===== src/rtl/i2c_target_pkg.sv =====
// Shared types and constants for the I2C register target.
package i2c_target_pkg;

  localparam int BYTE_W = 8;

  localparam logic ACK  = 1'b0;
  localparam logic NACK = 1'b1;

  typedef enum logic [2:0] {
    IDLE,
    ADDR,
    ADDR_ACK,
    WR_DATA,
    WR_ACK,
    RD_DATA,
    RD_ACK,
    IGNORE
  } state_t;

endpackage


===== src/rtl/i2c_line_filter.sv =====
// Synchronizes one raw I2C pin and suppresses glitches shorter than
// FILTER_CYCLES clocks; reports the filtered level and its edges.
module i2c_line_filter #(
  parameter int FILTER_CYCLES = 4
) (
  input  logic clk,
  input  logic reset_n,
  input  logic line_in,
  output logic level,
  output logic rise,
  output logic fall
);

  localparam int CW = (FILTER_CYCLES > 1) ? $clog2(FILTER_CYCLES) : 1;

  logic [1:0]    sync;
  logic [CW-1:0] cnt;

  // Two-stage synchronizer; idles high like a released bus line.
  always_ff @(posedge clk or negedge reset_n) begin
    if (!reset_n) begin
      sync <= 2'b11;
    end else begin
      sync <= {sync[0], line_in};
    end
  end

  // Filtered level follows the synchronized line only after it has differed
  // for FILTER_CYCLES consecutive samples; edge pulses coincide with the change.
  always_ff @(posedge clk or negedge reset_n) begin
    if (!reset_n) begin
      cnt   <= '0;
      level <= 1'b1;
      rise  <= 1'b0;
      fall  <= 1'b0;
    end else begin
      rise <= 1'b0;
      fall <= 1'b0;
      if (sync[1] == level) begin
        cnt <= '0;
      end else if (cnt == CW'(FILTER_CYCLES - 1)) begin
        cnt   <= '0;
        level <= sync[1];
        rise  <= sync[1];
        fall  <= ~sync[1];
      end else begin
        cnt <= cnt + 1'b1;
      end
    end
  end

endmodule


===== src/rtl/i2c_target_regs.sv =====
// I2C target exposing an 8-bit register space through a single-cycle
// local register port. No clock stretching; every written byte is ACKed.
module i2c_target_regs
  import i2c_target_pkg::*;
#(
  parameter logic [6:0] DEV_ADDR      = 7'h50,
  parameter int         FILTER_CYCLES = 4
) (
  input  logic       clk,
  input  logic       reset_n,
  input  logic       scl_in,
  input  logic       sda_in,
  output logic       scl_oe,
  output logic       sda_oe,
  output logic [7:0] reg_addr,
  output logic [7:0] reg_wdata,
  output logic       reg_wr,
  output logic       reg_rd,
  input  logic [7:0] reg_rdata,
  output logic       busy
);

  logic scl_f, scl_rise, scl_fall;
  logic sda_f, sda_rise, sda_fall;

  state_t     state;
  logic [3:0] bit_cnt;
  logic [7:0] shift;
  logic [7:0] pointer;
  logic       rw;
  logic       first_byte;
  logic       phase;
  logic       rd_pend;

  logic       start_cond;
  logic       stop_cond;
  logic       last_bit;
  logic [7:0] rx_byte;

  i2c_line_filter #(.FILTER_CYCLES(FILTER_CYCLES)) u_scl_filter (
    .clk     (clk),
    .reset_n (reset_n),
    .line_in (scl_in),
    .level   (scl_f),
    .rise    (scl_rise),
    .fall    (scl_fall)
  );

  i2c_line_filter #(.FILTER_CYCLES(FILTER_CYCLES)) u_sda_filter (
    .clk     (clk),
    .reset_n (reset_n),
    .line_in (sda_in),
    .level   (sda_f),
    .rise    (sda_rise),
    .fall    (sda_fall)
  );

  assign scl_oe     = 1'b0;
  assign reg_addr   = pointer;
  assign start_cond = sda_fall & scl_f;
  assign stop_cond  = sda_rise & scl_f;
  assign last_bit   = (bit_cnt == 4'(BYTE_W - 1));
  assign rx_byte    = {shift[6:0], sda_f};

  // Bus protocol engine: START/STOP override everything, otherwise each state
  // reacts to filtered SCL edges. Strobes are one clk; the pointer advances and
  // read data lands in the shift register in the clocks after each strobe.
  always_ff @(posedge clk or negedge reset_n) begin
    if (!reset_n) begin
      state      <= IDLE;
      bit_cnt    <= '0;
      shift      <= '0;
      pointer    <= '0;
      rw         <= 1'b0;
      first_byte <= 1'b0;
      phase      <= 1'b0;
      rd_pend    <= 1'b0;
      sda_oe     <= 1'b0;
      reg_wdata  <= '0;
      reg_wr     <= 1'b0;
      reg_rd     <= 1'b0;
      busy       <= 1'b0;
    end else begin
      reg_wr  <= 1'b0;
      reg_rd  <= 1'b0;
      rd_pend <= reg_rd;
      if (rd_pend) shift <= reg_rdata;
      if (reg_wr || reg_rd) pointer <= pointer + 8'd1;

      if (start_cond) begin
        sda_oe  <= 1'b0;
        bit_cnt <= '0;
        busy    <= 1'b0;
        state   <= ADDR;
      end else if (stop_cond) begin
        sda_oe <= 1'b0;
        busy   <= 1'b0;
        state  <= IDLE;
      end else begin
        case (state)
          ADDR: begin
            if (scl_rise) begin
              shift   <= rx_byte;
              bit_cnt <= bit_cnt + 4'd1;
              if (last_bit) begin
                bit_cnt <= '0;
                if (rx_byte[7:1] == DEV_ADDR) begin
                  busy  <= 1'b1;
                  rw    <= rx_byte[0];
                  phase <= 1'b0;
                  state <= ADDR_ACK;
                  if (rx_byte[0]) reg_rd <= 1'b1;
                end else begin
                  state <= IGNORE;
                end
              end
            end
          end

          ADDR_ACK, WR_ACK: begin
            if (scl_fall) begin
              if (!phase) begin
                sda_oe <= ~ACK;
                phase  <= 1'b1;
              end else begin
                phase   <= 1'b0;
                bit_cnt <= '0;
                if (state == ADDR_ACK && rw) begin
                  sda_oe <= ~shift[7];
                  state  <= RD_DATA;
                end else begin
                  sda_oe <= 1'b0;
                  state  <= WR_DATA;
                  if (state == ADDR_ACK) first_byte <= 1'b1;
                end
              end
            end
          end

          WR_DATA: begin
            if (scl_rise) begin
              shift   <= rx_byte;
              bit_cnt <= bit_cnt + 4'd1;
              if (last_bit) begin
                bit_cnt <= '0;
                phase   <= 1'b0;
                state   <= WR_ACK;
                if (first_byte) begin
                  pointer    <= rx_byte;
                  first_byte <= 1'b0;
                end else begin
                  reg_wr    <= 1'b1;
                  reg_wdata <= rx_byte;
                end
              end
            end
          end

          RD_DATA: begin
            if (scl_rise) begin
              shift   <= {shift[6:0], 1'b0};
              bit_cnt <= bit_cnt + 4'd1;
            end else if (scl_fall) begin
              if (bit_cnt == 4'(BYTE_W)) begin
                sda_oe <= 1'b0;
                phase  <= 1'b0;
                state  <= RD_ACK;
              end else begin
                sda_oe <= ~shift[7];
              end
            end
          end

          RD_ACK: begin
            if (scl_rise) begin
              if (sda_f == NACK) begin
                busy  <= 1'b0;
                state <= IGNORE;
              end else begin
                reg_rd <= 1'b1;
                phase  <= 1'b1;
              end
            end else if (scl_fall && phase) begin
              phase   <= 1'b0;
              bit_cnt <= '0;
              sda_oe  <= ~shift[7];
              state   <= RD_DATA;
            end
          end

          default: begin
          end
        endcase
      end
    end
  end

endmodule


===== config.mk =====
export PLATFORM = sky130hd
export DESIGN_NAME = i2c_target_regs
export DESIGN_NICKNAME = d
export VERILOG_FILES = /design/src/rtl/i2c_target_pkg.sv /design/src/rtl/i2c_line_filter.sv /design/src/rtl/i2c_target_regs.sv
export SDC_FILE = /design/constraint.sdc
export NUM_CORES = 1
export LEC_CHECK = 0
export BUFFER_PORTS_ARGS = -buffer_cell sky130_fd_sc_hd__buf_4
export CAP_MARGIN = 20
export CORE_ASPECT_RATIO = 1.1
export CORE_UTILIZATION = 30
export CTS_CLUSTER_DIAMETER = 100
export DETAILED_ROUTE_END_ITERATION = 8
export PLACE_DENSITY = 0.5
export RECOVER_POWER = 25
export SLEW_MARGIN = 15
export SYNTH_ARGS = -nofsm -noshare
export SYNTH_HDL_FRONTEND = slang
export SYNTH_SLANG_ARGS = --single-unit

===== constraint.sdc =====
create_clock -name clk -period 2 [get_ports clk]
set_input_delay 0.1 -clock clk [delete_from_list [all_inputs] [get_ports clk]]
set_output_delay 0.1 -clock clk [all_outputs]
set_load 0.1 [all_outputs]

Word-level counts from Yosys, hierarchy flattened
Index checks and enable logic that the tools add are counted. W data, S select, Z words.

Flip-flop bits (word level): 53. Input port bits: 12. Output and inout port bits: 21. Word-level logic and storage cells: 213.

Add/sub/neg operators: 4. Equality and inequality tests: 50. Multiplexer cells: 105. Bitwise operators: 10. Reduce and logical (&&, ||, !) cells: 21.

Operators with widths (count): $mux W8 (12); $mux W1 (56); $mux W3 (16); $mux W4 (9); $ne A4 B4 Y1 const B (8); $ne A4 B3 Y1 const B (6); $reduce_and A6 Y1 (4); $ne A2 B2 Y1 const B (9); $pmux W4 S4 (1); $pmux W8 S2 (1); $pmux W3 S5 (1); $reduce_bool A5 Y1 (3); $reduce_and A14 Y1 (1); $ne A3 B3 Y1 const B (4); $reduce_and A12 Y1 (1); $ne A5 B4 Y1 const B (2); $eq A3 B3 Y1 const B (3); $ne A3 B2 Y1 const B (3); $reduce_and A9 Y1 (1); $add A8 B1 Y8 const B (1); $mux W2 (4); $ne A2 B1 Y1 const B (4); $not A1 Y1 (8); $reduce_and A8 Y1 (1); 21 further kinds (31).

Logic depth before layout (Yosys ltp)
Gate-level depths: netlist of run 1.

Word-level depth: 8. Depth in mapped cells: 8.

Modules after synthesis
Synthesis of run 1 repeated with hierarchy kept, for this count alone.

Cell total of the unflattened synthesis: 278. Area total of the unflattened synthesis: 2837.7 um^2.

Modules (own cells, without submodules): i2c_target_regs (times used 1, cells each 250, area an instance 2342.2 um^2); i2c_line_filter (times used 2, cells each 14, area an instance 247.7 um^2).

Worst setup path before layout of run 1
OpenSTA, ideal clock, no wires.

Kind: register -> register. Start point: register pointer[0], in the netlist reg_addr[0]. End point: register pointer[7], in the netlist reg_addr[7]. Setup time: 0.078 ns. Data arrival time: 1.908 ns. Data required time: 1.922 ns. Slack: 0.014 ns. Stages on the path, launching flop included: 6. Period minus slack after synthesis: 1.986 ns. Cells stage by stage: dfrtp_1 o2111ai_1 nor2_1 nand3_1 xor2_1 a21oi_1.

Longest elaborated chain between the ends: 8.

RTL lines: start: declaration (RTL line i2c_target_regs.sv:29) `logic [7:0] pointer;`; start signal: assignment (RTL line i2c_target_regs.sv:88) `if (reg_wr || reg_rd) pointer <= pointer + 8'd1;`; start signal: assignment (RTL line i2c_target_regs.sv:149) `pointer <= rx_byte;`; $add A8 B1 Y8 * (RTL line i2c_target_regs.sv:88); $mux W8 * (RTL line i2c_target_regs.sv:88); $mux W8 (RTL line i2c_target_regs.sv:148) `if (first_byte) begin`; $mux W8 (RTL line i2c_target_regs.sv:144) `if (last_bit) begin`; $mux W8 (RTL line i2c_target_regs.sv:141) `if (scl_rise) begin`; $mux W8 (RTL line i2c_target_regs.sv:100) `case (state)`; $mux W8 (RTL line i2c_target_regs.sv:95) `end else if (stop_cond) begin`; $mux W8 * (RTL line i2c_target_regs.sv:90) `if (start_cond) begin`.

Every way passes the cells marked *; elsewhere a longest branch is shown, timed or not. A chain may end at the register's enable or synchronous reset.

Final worst setup path of run 1
Start point: register shift[3]. End point: register rw.

Longest elaborated chain between the ends: 2.

RTL lines: start: declaration (RTL line i2c_target_regs.sv:28) `logic [7:0] shift;`; start signal: assignment (RTL line i2c_target_regs.sv:87) `if (rd_pend) shift <= reg_rdata;`; start signal: assignment (RTL line i2c_target_regs.sv:103) `shift <= rx_byte;`; start signal: assignment (RTL line i2c_target_regs.sv:142) `shift <= rx_byte;`; $eq A7 B7 Y1 (RTL line i2c_target_regs.sv:107) `if (rx_byte[7:1] == DEV_ADDR) begin`; $reduce_and A6 Y1 (no line); end signal: assignment (RTL line i2c_target_regs.sv:109) `rw <= rx_byte[0];`; end: declaration (RTL line i2c_target_regs.sv:30) `logic rw;`.

No other way between the ends.

==> results of run 1 <==
## power groups by stage
stage	combinational (mW)	clock [mW]	sequential [mW]
floorplan	0.803	0	1.45
global placement	1.40	0	1.42
detailed placement	1.39	0	1.42
CTS	1.41	0.647	1.40
global route	1.60	0.680	1.43
finish	1.44	0.611	1.40
## state kept, by name, indices dropped and copies added, names as in the netlist, 3 cells and up
| register | flops |
|---|---|
| bit_cnt | 4 |
| reg_addr | 8 |
| reg_wdata | 8 |
| shift | 8 |
| state | 3 |
## cell type report
| class | count | area, um^2 | area share [%] |
|---|---|---|---|
| inverters | 8 | 30.0 | 0.848 |
| flip-flops and latches | 53 | 1340 | 37.7 |
| well taps | 114 | 143 | 4.03 |
| clock buffers | 6 | 72.6 | 2.05 |
| clock inverters | 2 | 13.8 | 0.389 |
| repair buffers | 76 | 588 | 16.6 |
| multi-input cells | 202 | 1360 | 38.3 |
## logic make-up (layout without fill, tap and decap cells)
group / Yosys count / count (layout)
and+or+nand+nor: 95 / 95
AOI/OAI and AO/OA: 70 / 70
DFF: 53 / 53
buffers and inverters: 25 / 92
muxes: 21 / 21
xor gates and xnor gates: 9 / 9
adders and majority gates: 6 / 6
other: 1 / 1
## final timing paths
kind | end | startpoint | slack, ns | cells after the start
worst max-delay path | rw$_DFFE_PN0P_ | shift[3]$_DFF_PN0_ | 0.07 | 5
worst min-delay path | shift[7]$_DFF_PN0_ | reg_rdata[7] | 0.1 | 3
worst max register to register | rw$_DFFE_PN0P_ | shift[3]$_DFF_PN0_ | 0.07 | 5
worst min register to register | u_scl_filter.sync[1]$_DFF_PN1_ | u_scl_filter.sync[0]$_DFF_PN1_ | 0.36 | 0
max in group asynchronous | u_scl_filter.fall$_DFF_PN0_ | reset_n | 0.50 | 2
min in group asynchronous | reg_addr[5]$_DFF_PN0_ | reset_n | 0.61 | 2
## placed cells by master (no fill, tap or decap), types with 3 or more instances in the layout
master	synthesis	routed
buf_4	1	69
dfrtp_1	47	45
nor2_1	29	29
a21oi_1	26	26
nand2_1	20	20
o21ai_0	14	13
mux2_2	11	11
mux2i_1	9	9
inv_1	8	8
nor2b_1	7	7
dfstp_2	6	6
xnor2_1	5	5
a31oi_1	5	5
clkbuf_8	0	5
nor3_1	4	4
xor2_1	4	4
nand3_1	4	4
ha_1	5	4
nand3b_1	3	3
o2111ai_1	3	3
nand2b_1	3	3
dlygate4sd3_1	0	3
## layer usage
metal  part of all wire (%)  wire length [um]  global-route usage (%)  up-vias
li1                       -                 -                       -     1134
met1                     50              3280                    21.3     1109
met2                     46              3060                    23.0       35
met3                    2.2               144                    2.65       11
met4                    1.7               114                    4.73        0
met5                      0                 0                       0        -
## worst register-to-register path: stages (launching register included)
cell	delay, ns
dfrtp_1	0.39
nor4_1	0.26
and4b_1	0.27
nor3b_2	0.20
or3b_4	0.40
mux2_4	0.30
## repair_timing
action	CTS	global route
endpoints found under the hold margin	49	0
hold buffers	3	0
setup buffers	0	1
pin swaps	0	1
setup endpoints to repair	9	14
resized for setup	1	14
==> metrics.txt, run 1 <==
yosys warns 0; largest cells by area after synthesis dfrtp_1 42%, dfstp_2 5.7%, a21oi_1 4.7%; Avg Cell Area, Syn just under 10 um^2; initial core utilization a little under a third; Final Setup Violations 0; CTS max path bufs 2; Setup crit end kind register; routability-driven placement congestion ratio a little over 0.8; largest area contributor in the netlist dfrtp_1; TNS Setup 0 ns; post-synthesis simple-gate area fraction 18.2%; layout cells sized above 1 about a third; CTS Sinks 53; Mapped Cells 280; Starting DRT DRC Count 176; Final Instance Count excl. Fillers 461; post-detail-place hpwl between 4000 and 5000 um; # diodes 0; Async SR Flop Fraction 100%; die area 9610 um^2; Pleak around 1.6 nW; sequential share of the synthesized area 48.2%; Reg power frac 40.6%; number of synthesized register bits 53; main combinational cell family by area after synthesis simple AND/OR/NAND/NOR gates; die width 93.6 um; Util after Layout between 30% and 40%; number of synthesized flops with an enable pin 0; area grow syn2layout 27.9%; core area 8920 um^2; pin count of the biggest net entering global routing 54; slowest stage delay, CP 0.40 ns; Final Critical Period ~1.9 ns; vias post-DR 2289; number of top-level pins 33; FILL cells 902; Max H-tree Level 2; slowest library cell on the worst path or3b_4; Synth top cells by count 47 x dfrtp_1, 29 x nor2_1, 26 x a21oi_1; placement row count 36; adder-cell share of the synthesized area 2.62%; Root Buffer clkbuf_8; max-cap check violation count 0; max frequency around 0.52 GHz; Die Height 103 um; count leader, synth dfrtp_1; WP data required 2.20 ns; critical path, cell by cell nor4_1 -> and4b_1 -> nor3b_2 -> or3b_4 -> mux2_4; worst setup margin 0.0699 ns; overall routing resource usage roughly 15%; sw frac 37.3%; DR DRC count 0; Worst-Margin Slew roughly 1.3 ns; Comb power frac 41.7%; placed cell area 3380 um^2; post-synth top area share around 42%; post-DR wirelength/cell 14.3 um; Tcrit/Tclk final 96.5%; CP Buf/Inv Count 0; Min-Delay Path Class in2reg; critical path type reg2reg; Non-Filler Cell Area, Final 3540 um^2; Clock Skew 0.00617 ns; Max Slew Vio Count 0; Yosys cell types 58; Power Internal 2.17 mW; vias in the first global route 2217; hold_ws between 0.09 and 0.1 ns; CP max FO 3; Clock Power Share between 10% and 20%; CP startpoint kind register; TritonCTS Buffers 5; Worst-path clk slew 0.10 ns; Crit path max-delay family simple AND/OR/NAND/NOR gates; xor/xnor share of the synthesized area 2.85%; worst skew pair latency 0.30 ns; ys flop type dfrtp_1; CTS tree yes; fin nets 363; Switch Pwr 1.29 mW; crit path DAT 2.13 ns; port bufs 31; VDD IR-drop max 0.000594 V; Overflow after GRT 0; syn_nets 297; Inst Count DP about 450; global-route wire length before repair between 10000 and 15000 um; Routed WL 6600 um; outcome completed; Antenna Nets Post-Route 0; Pre-antenna DRT Iters 4; initial antenna violation count 0; Final Hold Viols 0; Synth Cell Area 2770 um^2; mux cell area share after synthesis 8.27%; RSZ-0062 raised after global routing true; pwr/cell area just under 1000 nW/um^2; normalized max-slew margin 12.6%; complex-gate fraction of the synthesized area 15.7%; Pwr Total 3.45 mW; vias per cell just under 5; pre-CTS setup slack 0.00784 ns
Note: power is estimated with default switching activity, not from simulation.
==> run 2: changes to the inputs <==
Settings changed: ABC_CLOCK_PERIOD_IN_PS set to 2000, CORE_UTILIZATION 30 to 38, PLACE_DENSITY 0.5 to 0.6.
==> run 2 against run 1 <==
Non-clock buffer count fell by 1; first-iteration DRC count down 44%; die area fell by 21%; clock skew increased by 0.0098 ns; sequential power barely moved; critical path type unchanged; largest cell class unchanged.
==> metrics.txt, run 2 (same netlist as run 1, synthesis figures left out) <==
Inst Count DP 418; RSZ-0062 raised after global routing true; Max Slew Vio Count 0; vias per cell between 5 and 6; Comb power frac 40.9%; normalized max-slew margin 15.0%; post-DR wirelength/cell 14.8 um; initial antenna violation count 0; Pleak 1.58 nW; pin count of the biggest net entering global routing 54; FILL cells 644; worst skew pair latency ~0.31 ns; die area 7630 um^2; Clock Power Share a little under a fifth; Reg power frac 40.5%; placement row count 32; max frequency 0.509 GHz; Final Hold Viols 0; CP max FO 3; Die Height 91.5 um; post-detail-place hpwl roughly 4600 um; sw frac 37.8%; Starting DRT DRC Count 99; Register Area roughly 1300 um^2; Routed WL between 6000 and 7000 um; Worst-Margin Slew 1.27 ns; vias post-DR ~2300; CTS tree yes; die width 83.4 um; WP data required 2.21 ns; crit path DAT about 2.2 ns; initial core utilization 39.3%; Worst-path clk slew about 0.11 ns; CP startpoint kind register; layout cells sized above 1 30.9%; TNS Setup 0 ns; CTS Sinks 53; worst setup margin 0.0342 ns; Root Buffer clkbuf_8; routability-driven placement congestion ratio approximately 0.87; Setup crit end kind register; Pre-antenna DRT Iters 4; Antenna Nets Post-Route 0; critical path type reg2reg; pre-CTS setup slack -0.0644 ns; Max H-tree Level 2; Overflow after GRT 0; Multi-input gate area between 1000 and 1500 um^2; pwr/cell area 985 nW/um^2; Clock Skew 0.0160 ns; Tcrit/Tclk final between 90% and 100%; outcome completed; area grow syn2layout 26.4%; TritonCTS Buffers 5; Non-Filler Cell Area, Final 3500 um^2; overall routing resource usage between 10% and 20%; fin nets ~360; most frequent cells in the layout 68 x buf_4, 47 x dfrtp_1, 29 x nor2_1, 26 x a21oi_1, 20 x nand2_1; max-cap check violation count 0; global-route wire length before repair 10800 um; hold_ws 0.0841 ns; commonest non-fill, non-tap cell in the layout buf_4; Switch Pwr approximately 1.3 mW; DR DRC count 0; Final Setup Violations 0; Final Instance Count excl. Fillers 431; number of top-level pins 33; vias in the first global route between 2000 and 2500; VDD IR-drop max 0.000571 V; # diodes 0; Final Critical Period 1.97 ns; CTS max path bufs 2; Power Internal 2.14 mW; core area 7050 um^2; port bufs 31; placed cell area 3330 um^2; Min-Delay Path Class in2reg
-- run 2: power groups by stage --
stage | Combinational, mW | Clock [mW] | Sequential [mW]
after global routing | 1.57 | 0.695 | 1.42
after floorplan | 0.803 | 0 | 1.45
after CTS | 1.40 | 0.664 | 1.39
after detailed placement | 1.37 | 0 | 1.41
final | 1.41 | 0.640 | 1.40
after global placement | 1.36 | 0 | 1.41
-- run 2: layout make-up --
type | instances | share of cell area, %
clock buffer | 5 | 1.97
clock inverter | 3 | 0.751
inverter | 8 | 0.858
multi-input combinational | 202 | 38.7
sequential | 53 | 38.1
tap | 85 | 3.04
timing repair buffer | 75 | 16.6
-- run 2: stage by stage --
step	total power [mW]	util, %
floorplan	2.25	-
global placement	2.77	47.3
detailed placement	2.78	47.3
CTS	3.45	49.1
finish	3.45	49.6
global route	3.69	49.6
-- run 2: layer usage --
layer	up-vias	track usage [%]	part of all wire (%)
met2	31	28.7	47
met5	-	0	0
met4	0	4.74	0.85
met3	4	3.45	2.8
li1	1138	-	-
met1	1092	24.1	49
-- run 2: worst paths after layout --
path                                           startpoint                              to  slack, ns  depth (start not counted)
setup / recovery                       shift[0]$_DFF_PN0_                  rw$_DFFE_PN0P_       0.03                          5
hold / removal                               reg_rdata[2]              shift[2]$_DFF_PN0_       0.08                          3
setup reg to reg                       shift[0]$_DFF_PN0_                  rw$_DFFE_PN0P_       0.03                          5
hold reg to reg            u_scl_filter.sync[0]$_DFF_PN1_  u_scl_filter.sync[1]$_DFF_PN1_       0.36                          0
max in group asynchronous                         reset_n          bit_cnt[1]$_DFFE_PN0P_       0.63                          2
min in group asynchronous                         reset_n           reg_addr[6]$_DFF_PN0_       0.59                          2
-- run 2: worst max-delay path, stage by stage, from the launching register on --
cell,delay (ns)
dfrtp_1,0.40
nor4_2,0.28
and4b_2,0.30
nor3b_4,0.20
or3b_4,0.40
mux2_4,0.30
-- run 2: timing repair --
action / 4_1_cts / 5_1_grt
hold buffers: 3 / 0
gates resized for setup: 2 / 8
buffers inserted: 0 / 2
endpoints found under the setup margin: 1 / 12
hold endpoints to repair: 49 / 0
pin swaps: 0 / 3
==> run 3: changes to the inputs <==
Settings changed: ABC_AREA set to 1.
==> run 3 against run 2 <==
Core utilization shrank 4.3 points; die area grew 5.7%; non-clock buffer count shrank 40; first-iteration DRC count grew 88%; worst hold slack gained 0.0053 ns; maximum frequency grew 10%; count of clock-buffer cells in the layout grew 1; highest routed layer unchanged.
==> metrics.txt, run 3 <==
outcome completed; Pwr Total approximately 4.0 mW; Overflow after GRT 0; Max Slew Vio Count 0; RSZ-0062 raised after global routing false; Worst-Margin Slew roughly 1.3 ns; slowest stage delay, CP 0.44 ns; crit path DAT 1.97 ns; CTS tree yes; Hold Startpoint reg_rdata[0]; fin nets 407; Clock Skew 0.0117 ns; hold depth 3; Antenna Nets Post-Route 0; sequential share of the synthesized area 45.6%; initial antenna violation count 0; pwr/cell area 1190 nW/um^2; Non-Filler Cell Area, Final 3390 um^2; most frequent cells in the layout 85 x nand2_1, 45 x dfrtp_1, 39 x inv_1, 30 x nand3_1, 29 x buf_4; worst hold endpoint shift[0]$_DFF_PN0_; Routed WL around 6300 um; R2R depth 8; pin count of the biggest net entering global routing 54; FILL cells 744; Max H-tree Level 2; worst skew pair latency approximately 0.31 ns; Avg Cell Area, Syn between 8 and 9 um^2; Post-CTS Setup Inserts 0; critical path type reg2reg; Final Instance Count excl. Fillers about 500; Root Buffer clkbuf_8; CP dominant cell by count nor2_8; port bufs 31; WP data required 2.19 ns; Setup crit end kind register; syn_nets roughly 370; core area 7470 um^2; number of top-level pins 33; largest area contributor in the netlist dfrtp_1; commonest non-fill, non-tap cell in the layout nand2_1; Reg2Reg Setup Slack 0.22 ns; vias per cell 4.85; FF-to-FF Start u_scl_filter.level$_DFFE_PN1P_; placement row count 33; Synth top cells by count 85 x nand2_1, 47 x dfrtp_1, 39 x inv_1; Min-Delay Path Class in2reg; CTS max path bufs 2; Starting DRT DRC Count about 190; area grow syn2layout 15.6%; number of synthesized register bits 53; vias post-DR roughly 2400; yosys warns 0; Pre-antenna DRT Iters 4; Die Height 94.1 um; overall routing resource usage roughly 18%; Multi-input gate area 1350 um^2; normalized max-slew margin 11.7%; count leader, synth nand2_1; Final Hold Viols 0; critical path, cell by cell nand2_1 -> inv_2 -> nor2_8 -> nand2_4 -> nor2_8 -> nand3_2 -> nor2_1 -> a31oi_2; slowest library cell on the worst path dfstp_1; R2R Path End reg_addr[1]$_DFF_PN0_; max frequency 0.562 GHz; Final Setup Violations 0; routability-driven placement congestion ratio 0.917; CP startpoint kind register; hold_ws 0.0895 ns; vias in the first global route 2337; layout cells sized above 1 21.5%; Register Area 1340 um^2; Synth Cell Area 2930 um^2; ys flop type dfrtp_1; largest cells by area after synthesis dfrtp_1 40%, nand2_1 11%, dfstp_2 5.4%; Async SR Flop Fraction 100%; VDD IR-drop max between 0.0005 and 0.0006 V; CP max FO 11; TritonCTS Buffers 5; # diodes 0; die width 85.7 um; CTS Sinks 53; TNS Setup 0 ns; Worst-path clk slew 0.10 ns; initial core utilization 39.2%; post-detail-place hpwl between 4000 and 5000 um; die area around 8100 um^2; Tcrit/Tclk final 89.0%; global-route wire length before repair 11100 um; Final Critical Period 1.78 ns; DR DRC count 0; post-DR wirelength/cell 12.6 um; Mapped Cells 356; Inst Count DP 485; Yosys cell types 35; post-synth top area share about 40%; max-cap check violation count 0; Pleak approximately 1.8 nW; number of synthesized flops with an enable pin 0; placed cell area 3230 um^2
[run 3: changes by cell type in the layout (fill, tap and decap cells not counted), sizes merged, moves of 7 or more]
cell   previous run  this run
inv               9        47
o21ai            15        46
nor2b             7         0
mux2i             9         0
nand4             1        13
nand3             4        35
a21oi            26         8
nand2            20        91
mux2             12         0
buf              69        29
[run 3: where the power goes]
part / internal (mW) / switching (mW) / total [mW]
Clock: 0.417 / 0.392 / 0.809
Sequential: 1.29 / 0.224 / 1.52
Combinational: 0.542 / 1.17 / 1.71
[run 3: what timing repair did]
item                                    in CTS  in global routing
hold buffers                                 3                  0
endpoints found under the setup margin       0                  0
gates resized for setup                      0                  0
endpoints found under the hold margin       49                  0
[run 3: worst max-delay path, delay by kind of cell, from the launching register on]
kind | cells | cell delay, ns
compound gates | 1 | 0.05
buf+inv | 1 | 0.10
flops | 1 | 0.44
simple gates | 6 | 1.08
[run 3: worst max-delay path by stage]
stage	startpoint	to	slack (ns)	cells after the start
after floorplan	reg_rd$_DFF_PN0_	reg_addr[6]$_DFF_PN0_	0.02	6
after global placement	u_scl_filter.level$_DFFE_PN1P_	reg_addr[1]$_DFF_PN0_	0.33	8
after detailed placement	u_scl_filter.level$_DFFE_PN1P_	reg_addr[1]$_DFF_PN0_	0.29	8
after CTS	bit_cnt[0]$_DFFE_PN0P_	reg_addr[1]$_DFF_PN0_	0.27	6
after global routing	u_scl_filter.level$_DFFE_PN1P_	reg_addr[1]$_DFF_PN0_	0.08	8
final	u_scl_filter.level$_DFFE_PN1P_	reg_addr[1]$_DFF_PN0_	0.22	8
[run 3: kinds of logic (layout without fill, tap and decap cells)]
kind of cell / count (synthesis) / in the layout / share of synthesized area (%)
other: 1 / 1 / 0.128
XOR/XNOR: 5 / 5 / 1.50
buffers and inverters: 54 / 89 / 8.38
AO/OA/AOI/OAI: 59 / 59 / 12.3
adder cells (fa/ha/maj): 5 / 5 / 2.14
flip-flops: 53 / 53 / 45.6
AND/OR/NAND/NOR: 179 / 179 / 30.0
[run 3: final cells by class]
type	instances	area share, %
tap	105	3.88
inverter	46	5.25
clock inverter	2	1.22
multi-input combinational	249	39.8
timing repair buffer	35	7.91
sequential	53	39.5
clock buffer	6	2.44
[run 3: routing by layer]
layer / vias to the layer above / GRT usage (%) / share of wire (%)
met2: 53 / 26.8 / 46
met5: - / 0 / 0
met4: 0 / 6.67 / 1.8
met1: 1114 / 24.8 / 48
met3: 9 / 3.08 / 4.0
li1: 1232 / - / -
[run 3: metrics by stage]
step / worst slack (ns) / utilization, %
global route: 0.0842 / 45.3
floorplan: 0.0199 / -
detailed placement: 0.288 / 43.3
global placement: 0.332 / 43.3
finish: 0.220 / 45.3
CTS: 0.270 / 45.3
